$ cat src/rtl/dragster_pkg.sv
`default_nettype none
// +----------------------------------------------------------------------+
// | dragster_pkg                                                         |
// | Frame geometry, register map and FSM encoding for the Dragster link. |
// | Revision: 1.0                                                        |
// +----------------------------------------------------------------------+
package dragster_pkg;

   localparam int DRAGSTER_FRAME_BITS = 16;
   localparam int DRAGSTER_ADDR_BITS  = 7;
   localparam int DRAGSTER_DATA_BITS  = 8;
   localparam int DRAGSTER_COUNT_BITS = 5;

   localparam logic [DRAGSTER_ADDR_BITS-1:0] DRAGSTER_REG_CTRL1    = 7'd1;
   localparam logic [DRAGSTER_ADDR_BITS-1:0] DRAGSTER_REG_CTRL2    = 7'd2;
   localparam logic [DRAGSTER_ADDR_BITS-1:0] DRAGSTER_REG_ADC_GAIN = 7'd3;
   localparam logic [DRAGSTER_ADDR_BITS-1:0] DRAGSTER_REG_CTRL3    = 7'd5;
   localparam logic [DRAGSTER_ADDR_BITS-1:0] DRAGSTER_REG_ADC_END  = 7'd9;

   typedef enum logic [2:0] {
      ST_WAIT_IDLE = 3'd0,
      ST_IDLE      = 3'd1,
      ST_ADDR      = 3'd2,
      ST_DATA      = 3'd3,
      ST_ERROR     = 3'd4
   } dragster_state_e;

endpackage
`default_nettype wire

$ cat src/rtl/spi_input_synchronizer.sv
`default_nettype none
// +----------------------------------------------------------------------+
// | spi_input_synchronizer                                               |
// | Two-flop synchronizer plus a third stage for rise/fall detection.    |
// | Revision: 1.0                                                        |
// +----------------------------------------------------------------------+
module spi_input_synchronizer (
   input  logic clk,
   input  logic reset_n,
   input  logic async_in,
   output logic sync_out,
   output logic rise,
   output logic fall
);

   logic [2:0] stage_q;
   logic [2:0] stage_d;

   always_comb begin
      stage_d = {stage_q[1:0], async_in};
   end

   always_ff @(posedge clk or negedge reset_n) begin
      if (!reset_n) begin
         stage_q <= '0;
      end else begin
         stage_q <= stage_d;
      end
   end

   assign sync_out = stage_q[1];
   assign rise     = stage_q[1] & ~stage_q[2];
   assign fall     = ~stage_q[1] & stage_q[2];

endmodule
`default_nettype wire

$ cat src/rtl/dragster_spi_responder.sv
`default_nettype none
// +----------------------------------------------------------------------+
// | dragster_spi_responder                                               |
// | Mode-0 SPI responder decoding 16-bit frames into a local reg file.   |
// | Revision: 1.0                                                        |
// +----------------------------------------------------------------------+
module dragster_spi_responder
   import dragster_pkg::*;
#(
   parameter int                               SLAVE_INDEX         = 0,
   parameter int                               NUMBER_OF_REGISTERS = 16,
   parameter logic [DRAGSTER_ADDR_BITS-1:0]    UPDATE_ADDRESS      = DRAGSTER_REG_CTRL1
) (
   input  logic                               clk,
   input  logic                               reset_n,
   input  logic                               sclk,
   input  logic [1:0]                         ss_n,
   input  logic                               mosi,
   output logic                               miso,
   output logic                               miso_oe,
   output logic                               write_strobe,
   output logic [DRAGSTER_ADDR_BITS-1:0]      write_address,
   output logic [DRAGSTER_DATA_BITS-1:0]      write_data,
   output logic                               update_strobe,
   output logic                               address_error,
   output logic                               frame_error,
   input  logic [3:0]                         cfg_address,
   output logic [DRAGSTER_DATA_BITS-1:0]      cfg_data
);

   localparam int IDX_BITS = (NUMBER_OF_REGISTERS > 1) ? $clog2(NUMBER_OF_REGISTERS) : 1;
   localparam logic [DRAGSTER_COUNT_BITS-1:0] FRAME_COUNT =
      DRAGSTER_COUNT_BITS'(DRAGSTER_FRAME_BITS);
   localparam logic [DRAGSTER_COUNT_BITS-1:0] BYTE_COUNT =
      DRAGSTER_COUNT_BITS'(DRAGSTER_FRAME_BITS / 2);

   function automatic logic [IDX_BITS-1:0] to_index(input logic [DRAGSTER_ADDR_BITS-1:0] a);
      return IDX_BITS'(a);
   endfunction

   function automatic logic in_range(input logic [DRAGSTER_ADDR_BITS-1:0] a);
      return int'(a) < NUMBER_OF_REGISTERS;
   endfunction

   logic sclk_s, sclk_rise, sclk_fall;
   logic ss_s, ss_rise, ss_fall;
   logic mosi_s, mosi_unused_rise, mosi_unused_fall;
   logic unused_ss_bits;

   assign unused_ss_bits = ^{ss_n, sclk_s};

   spi_input_synchronizer u_sync_sclk (
      .clk      (clk),
      .reset_n  (reset_n),
      .async_in (sclk),
      .sync_out (sclk_s),
      .rise     (sclk_rise),
      .fall     (sclk_fall)
   );

   spi_input_synchronizer u_sync_ss (
      .clk      (clk),
      .reset_n  (reset_n),
      .async_in (ss_n[SLAVE_INDEX]),
      .sync_out (ss_s),
      .rise     (ss_rise),
      .fall     (ss_fall)
   );

   spi_input_synchronizer u_sync_mosi (
      .clk      (clk),
      .reset_n  (reset_n),
      .async_in (mosi),
      .sync_out (mosi_s),
      .rise     (mosi_unused_rise),
      .fall     (mosi_unused_fall)
   );

   dragster_state_e                   state_q, state_d;
   logic [DRAGSTER_COUNT_BITS-1:0]    bit_count_q, bit_count_d;
   logic [DRAGSTER_FRAME_BITS-1:0]    shift_in_q, shift_in_d;
   logic [DRAGSTER_DATA_BITS-1:0]     shift_out_q, shift_out_d;
   logic                              miso_oe_q, miso_oe_d;
   logic                              write_strobe_q, write_strobe_d;
   logic                              update_strobe_q, update_strobe_d;
   logic                              address_error_q, address_error_d;
   logic                              frame_error_q, frame_error_d;
   logic [DRAGSTER_ADDR_BITS-1:0]     write_address_q, write_address_d;
   logic [DRAGSTER_DATA_BITS-1:0]     write_data_q, write_data_d;
   logic [DRAGSTER_DATA_BITS-1:0]     regs_q [NUMBER_OF_REGISTERS];
   logic [DRAGSTER_DATA_BITS-1:0]     regs_d [NUMBER_OF_REGISTERS];

   logic                              frame_rd;
   logic [DRAGSTER_ADDR_BITS-1:0]     frame_addr;
   logic [DRAGSTER_DATA_BITS-1:0]     frame_data;
   logic [DRAGSTER_ADDR_BITS-1:0]     read_addr;
   logic [DRAGSTER_DATA_BITS-1:0]     read_data;

   // After 16 bits the address byte sits in the upper half; after 8 it is in the lower half.
   assign frame_rd   = shift_in_q[15];
   assign frame_addr = shift_in_q[14:8];
   assign frame_data = shift_in_q[7:0];
   assign read_addr  = shift_in_q[6:0];

   always_comb begin
      read_data = '0;
      if (in_range(read_addr)) begin
         read_data = regs_q[to_index(read_addr)];
      end
   end

   always_comb begin
      cfg_data = '0;
      if (in_range({3'b000, cfg_address})) begin
         cfg_data = regs_q[to_index({3'b000, cfg_address})];
      end
   end

   always_comb begin
      state_d         = state_q;
      bit_count_d     = bit_count_q;
      shift_in_d      = shift_in_q;
      shift_out_d     = shift_out_q;
      miso_oe_d       = miso_oe_q;
      write_strobe_d  = 1'b0;
      update_strobe_d = 1'b0;
      address_error_d = 1'b0;
      frame_error_d   = 1'b0;
      write_address_d = write_address_q;
      write_data_d    = write_data_q;
      regs_d          = regs_q;

      case (state_q)
         ST_WAIT_IDLE: begin
            miso_oe_d = 1'b0;
            if (ss_s) begin
               state_d = ST_IDLE;
            end
         end
         ST_IDLE: begin
            miso_oe_d = 1'b0;
            if (ss_fall) begin
               state_d     = ST_ADDR;
               bit_count_d = '0;
            end
         end
         ST_ADDR, ST_DATA, ST_ERROR: begin
            // Deselect takes priority over any sclk edge seen in the same cycle.
            if (ss_rise) begin
               state_d   = ST_IDLE;
               miso_oe_d = 1'b0;
               if (state_q != ST_ERROR && bit_count_q == FRAME_COUNT) begin
                  if (!frame_rd) begin
                     if (in_range(frame_addr)) begin
                        regs_d[to_index(frame_addr)] = frame_data;
                        write_strobe_d  = 1'b1;
                        write_address_d = frame_addr;
                        write_data_d    = frame_data;
                        update_strobe_d = (frame_addr == UPDATE_ADDRESS) && frame_data[7];
                     end else begin
                        address_error_d = 1'b1;
                     end
                  end
               end else begin
                  frame_error_d = 1'b1;
               end
            end else if (state_q != ST_ERROR) begin
               if (sclk_rise) begin
                  if (bit_count_q == FRAME_COUNT) begin
                     state_d = ST_ERROR;
                  end else begin
                     shift_in_d  = {shift_in_q[DRAGSTER_FRAME_BITS-2:0], mosi_s};
                     bit_count_d = bit_count_q + 1'b1;
                  end
               end else if (sclk_fall) begin
                  if (state_q == ST_ADDR && bit_count_q == BYTE_COUNT) begin
                     state_d = ST_DATA;
                     if (shift_in_q[7]) begin
                        shift_out_d = read_data;
                        miso_oe_d   = 1'b1;
                     end
                  end else if (state_q == ST_DATA && miso_oe_q) begin
                     if (bit_count_q == FRAME_COUNT) begin
                        miso_oe_d = 1'b0;
                     end else begin
                        shift_out_d = {shift_out_q[DRAGSTER_DATA_BITS-2:0], 1'b0};
                     end
                  end
               end
            end
         end
         default: begin
            state_d = ST_WAIT_IDLE;
         end
      endcase
   end

   always_ff @(posedge clk or negedge reset_n) begin
      if (!reset_n) begin
         state_q         <= ST_WAIT_IDLE;
         bit_count_q     <= '0;
         shift_in_q      <= '0;
         shift_out_q     <= '0;
         miso_oe_q       <= 1'b0;
         write_strobe_q  <= 1'b0;
         update_strobe_q <= 1'b0;
         address_error_q <= 1'b0;
         frame_error_q   <= 1'b0;
         write_address_q <= '0;
         write_data_q    <= '0;
         for (int i = 0; i < NUMBER_OF_REGISTERS; i++) begin
            regs_q[i] <= '0;
         end
      end else begin
         state_q         <= state_d;
         bit_count_q     <= bit_count_d;
         shift_in_q      <= shift_in_d;
         shift_out_q     <= shift_out_d;
         miso_oe_q       <= miso_oe_d;
         write_strobe_q  <= write_strobe_d;
         update_strobe_q <= update_strobe_d;
         address_error_q <= address_error_d;
         frame_error_q   <= frame_error_d;
         write_address_q <= write_address_d;
         write_data_q    <= write_data_d;
         for (int i = 0; i < NUMBER_OF_REGISTERS; i++) begin
            regs_q[i] <= regs_d[i];
         end
      end
   end

   assign miso_oe       = miso_oe_q & ~ss_s;
   assign miso          = miso_oe ? shift_out_q[DRAGSTER_DATA_BITS-1] : 1'b0;
   assign write_strobe  = write_strobe_q;
   assign update_strobe = update_strobe_q;
   assign address_error = address_error_q;
   assign frame_error   = frame_error_q;
   assign write_address = write_address_q;
   assign write_data    = write_data_q;

endmodule
`default_nettype wire

$ cat config.mk
export PLATFORM = sky130hd
export DESIGN_NAME = dragster_spi_responder
export DESIGN_NICKNAME = d
export VERILOG_FILES = /design/src/rtl/dragster_pkg.sv /design/src/rtl/spi_input_synchronizer.sv /design/src/rtl/dragster_spi_responder.sv
export SDC_FILE = /design/constraint.sdc
export NUM_CORES = 1
export LEC_CHECK = 0
export ABC_AREA = 1
export BUFFER_PORTS_ARGS = -buffer_cell sky130_fd_sc_hd__buf_2
export CORE_UTILIZATION = 62
export DETAILED_ROUTE_END_ITERATION = 8
export MAX_ROUTING_LAYER = met4
export PLACE_DENSITY = 0.86
export SYNTH_ARGS = -nofsm -noshare
export SYNTH_HDL_FRONTEND = slang
export SYNTH_SLANG_ARGS = --single-unit
$ cat constraint.sdc
create_clock -name clk -period 2.33 [get_ports clk]
set_input_delay 0.1165 -clock clk [delete_from_list [all_inputs] [get_ports clk]]
set_output_delay 0.1165 -clock clk [all_outputs]
set_load 0.01 [all_outputs]
==> impl_metrics.ini <==
[logic_synthesis]
yosysSeqAreaShare_pct = 47.2
synth_area_per_cell_um2 = 7.73
synth-async-reset-ratio_pct = 100
synth.top_cell.area_share_pct = 47.2
synthFlopType = dfrtp_1
synth_cells = 1291
synth_cell_types = 28
syn_area_mm2 = 0.00997
ys.warnings.count = 0
synth_top_area_cell = dfrtp_1
syn_nets = 1305
synth_edf_count = 0
synth_commonest_cells = nand2_1, o21ai_0, dfrtp_1
ys_ff_latch = 188
synthMostInstantiatedCell = nand2_1
netlist_top_cells_area = dfrtp_1, nand2_1, o21ai_0

[floorplan]
die_area_mm2 = 0.0166
core_mm2 = 0.0154
fp.dieW_um = 129
start_util_pct = 64.6
placementRows = 45
io_pins = 39
die_h_um = 129

[timing]
finalSetupViolCount = 0
finalCriticalPeriod_ns = 2.12
slew_viol_final = 0
relSlewSlack_pct = 50.8
clock_skew_ns = 0.00733
finalHoldViolCount = 0
clock.fmax_ghz = 0.471
rsz0062_at_grt = false
worst_pin_slew_ns = 0.736
setup_ws_ns = 0.209
fin_crit_sh_pct = 91.0
tns_ns = 0

[placement]
numPortBuffers = 37
routabilityCongestion = 0.930
dp_hpwl_mm = 17.1
dp_cells = 1494
dp_worst_setup_slack_ns = 0.202

[clocking]
cts-root-buf = clkbuf_16
clock_path_buffers = 2
cts_tree = done
numCtsBuffers = 17
cts.htree.levels = 4
cts.clk_slew.worst_paths_ns = 0.07
clk-insertion-delay-late_ns = 0.44
cts_sinks = 188

[grt]
antenna_found_initial = 0
gr-total-overflow = 0
grt_pass1_wl_mm = 43.3
track_usage_pct = 35.2
grt_max_degree = 64
first_global_vias = 8684

[critical_path]
cp-start-kind = register
cp_max_fo = 6
crit_required_ns = 2.69
crit_type = register to register
endpoint_kind = register
cp.arrival_ns = 2.48

[layout]
multi_input_area_mm2 = 0.00429
area_delta_synth_final_pct = 10.6
fin_nets = 1320
instances_no_fill = 1530
fillers = 1207
drive_above_1_share_pct = 10.1
antennaDiodeCount = 0
regArea_mm2 = 0.00471

[power_and_ir_drop]
p_per_area_mw_per_mm2 = 874
leakagePower_nw = 5.16
ir_drop_uv = 637

[routing]
finalWirelength_mm = 26.7
ant_nets = 0
num_vias = 9225
first_pass_iters = 7
dr.first_iter.drc_count = 1174
wl_per_cell_um = 17.4
post_drt_via_cell_ratio = 6.03
drc = 0

[run]
maxCapViolCount = 0

[hold_path]
hp-class = primary input to async pin

[run_status]
status = finished, final reports clean
power breakdown:
part | internal, W | total (W) | leakage [nW] | switching, W
Combinational | 0.000971 | 0.00324 | 2.27 | 0.00227
Sequential | 0.00337 | 0.00346 | 2.59 | 0.0000888
Clock | 0.00168 | 0.00295 | 0.295 | 0.00127
Total | 0.00602 | 0.00965 | 5.16 | 0.00363
flip-flops by register name, indices dropped and copies added (netlist names), 5 cells and up:
| name | cells |
|---|---|
| write_data | 8 |
| shift_in_q | 16 |
| bit_count_q | 5 |
| write_address | 7 |
| regs_q | 128 |
| shift_out_q | 8 |
worst paths after layout:
path                       slack [ns]  depth (start not counted)                    from                      to
max in group asynchronous        1.39                          3                 reset_n             regs_q[124]
hold / removal                   0.23                          2                 reset_n              regs_q[27]
hold reg to reg                  0.35                          0  u_sync_mosi.stage_q[0]  u_sync_mosi.stage_q[1]
min in group clk                 0.32                          2                    mosi  u_sync_mosi.stage_q[0]
setup reg to reg                 0.21                         11          bit_count_q[0]          shift_out_q[0]
setup / recovery                 0.21                         11          bit_count_q[0]          shift_out_q[0]
worst max-delay path: stages, from the launching register on:
cell and delay (ns):
dfrtp_1 0.41, inv_1 0.12, ha_1 0.20, nand2_1 0.06
nor2_1 0.09, nand3_1 0.20, buf_4 0.24, inv_1 0.13
nand4_1 0.19, nor2_4 0.24, nand2_1 0.07, o21ai_0 0.07
per-layer routing:
metal	GRT usage, %	vias to the layer above	part of all wire (%)
li1	-	4294	-
met2	54.1	503	48
met1	45.1	4346	40
met5	-	-	0
met4	17.4	0	3.5
met3	6.53	82	8.9
what timing repair did:
item / 4_1_cts / 5_1_grt
hold buffers: 4 / 0
endpoints found under the hold margin: 61 / 0
endpoints found under the setup margin: 0 / 8
gates resized for setup: 0 / 4
setup buffers: 0 / 0
logic make-up after synthesis:
family	synth area share, %
AOI/OAI and AO/OA	19.1
xor gates and xnor gates	0.0878
adders and majority gates	0.502
buffers and inverters	9.90
DFF	47.2
and+or+nand+nor	23.2
cell usage in the layout (no fill, tap or decap), drive strengths merged:
cell	n
nand2	310
a31oi	1
dfrtp	188
and3	1
xor2	1
clkinvlp	2
bufinv	2
nand2b	1
nand3	137
ha	4
nand4	5
clkinv	5
a21oi	73
dlygate4sd3	4
a21boi	2
buf	79
or2	5
inv	138
o211ai	57
nor2	51
o21ai	218
clkbuf	21
nor3	14
per-stage QoR:
| stage | hold slack, ns | util (%) | instance area, um^2 | total power (W) |
|---|---|---|---|---|
| 5_1_grt | 0.311 | 71.5 | 11000 | 0.0101 |
| 3_5_place_dp | 0.154 | 67.3 | 10400 | 0.00662 |
| 2_1_floorplan | -0.179 | - | 9970 | 0.00556 |
| 3_3_place_gp | 0.146 | 67.3 | 10400 | 0.00654 |
| 6_report | 0.228 | 71.5 | 11000 | 0.00965 |
| 4_1_cts | 0.256 | 71.5 | 11000 | 0.00958 |
final cells by class:
class	count	area share [%]
sequential	188	42.7
multi-input combinational	880	38.9
tap	211	2.39
clock buffer	20	4.23
clock inverter	12	1.24
inverter	135	4.59
timing repair buffer	84	5.98
(Power assumes the default switching activity.)
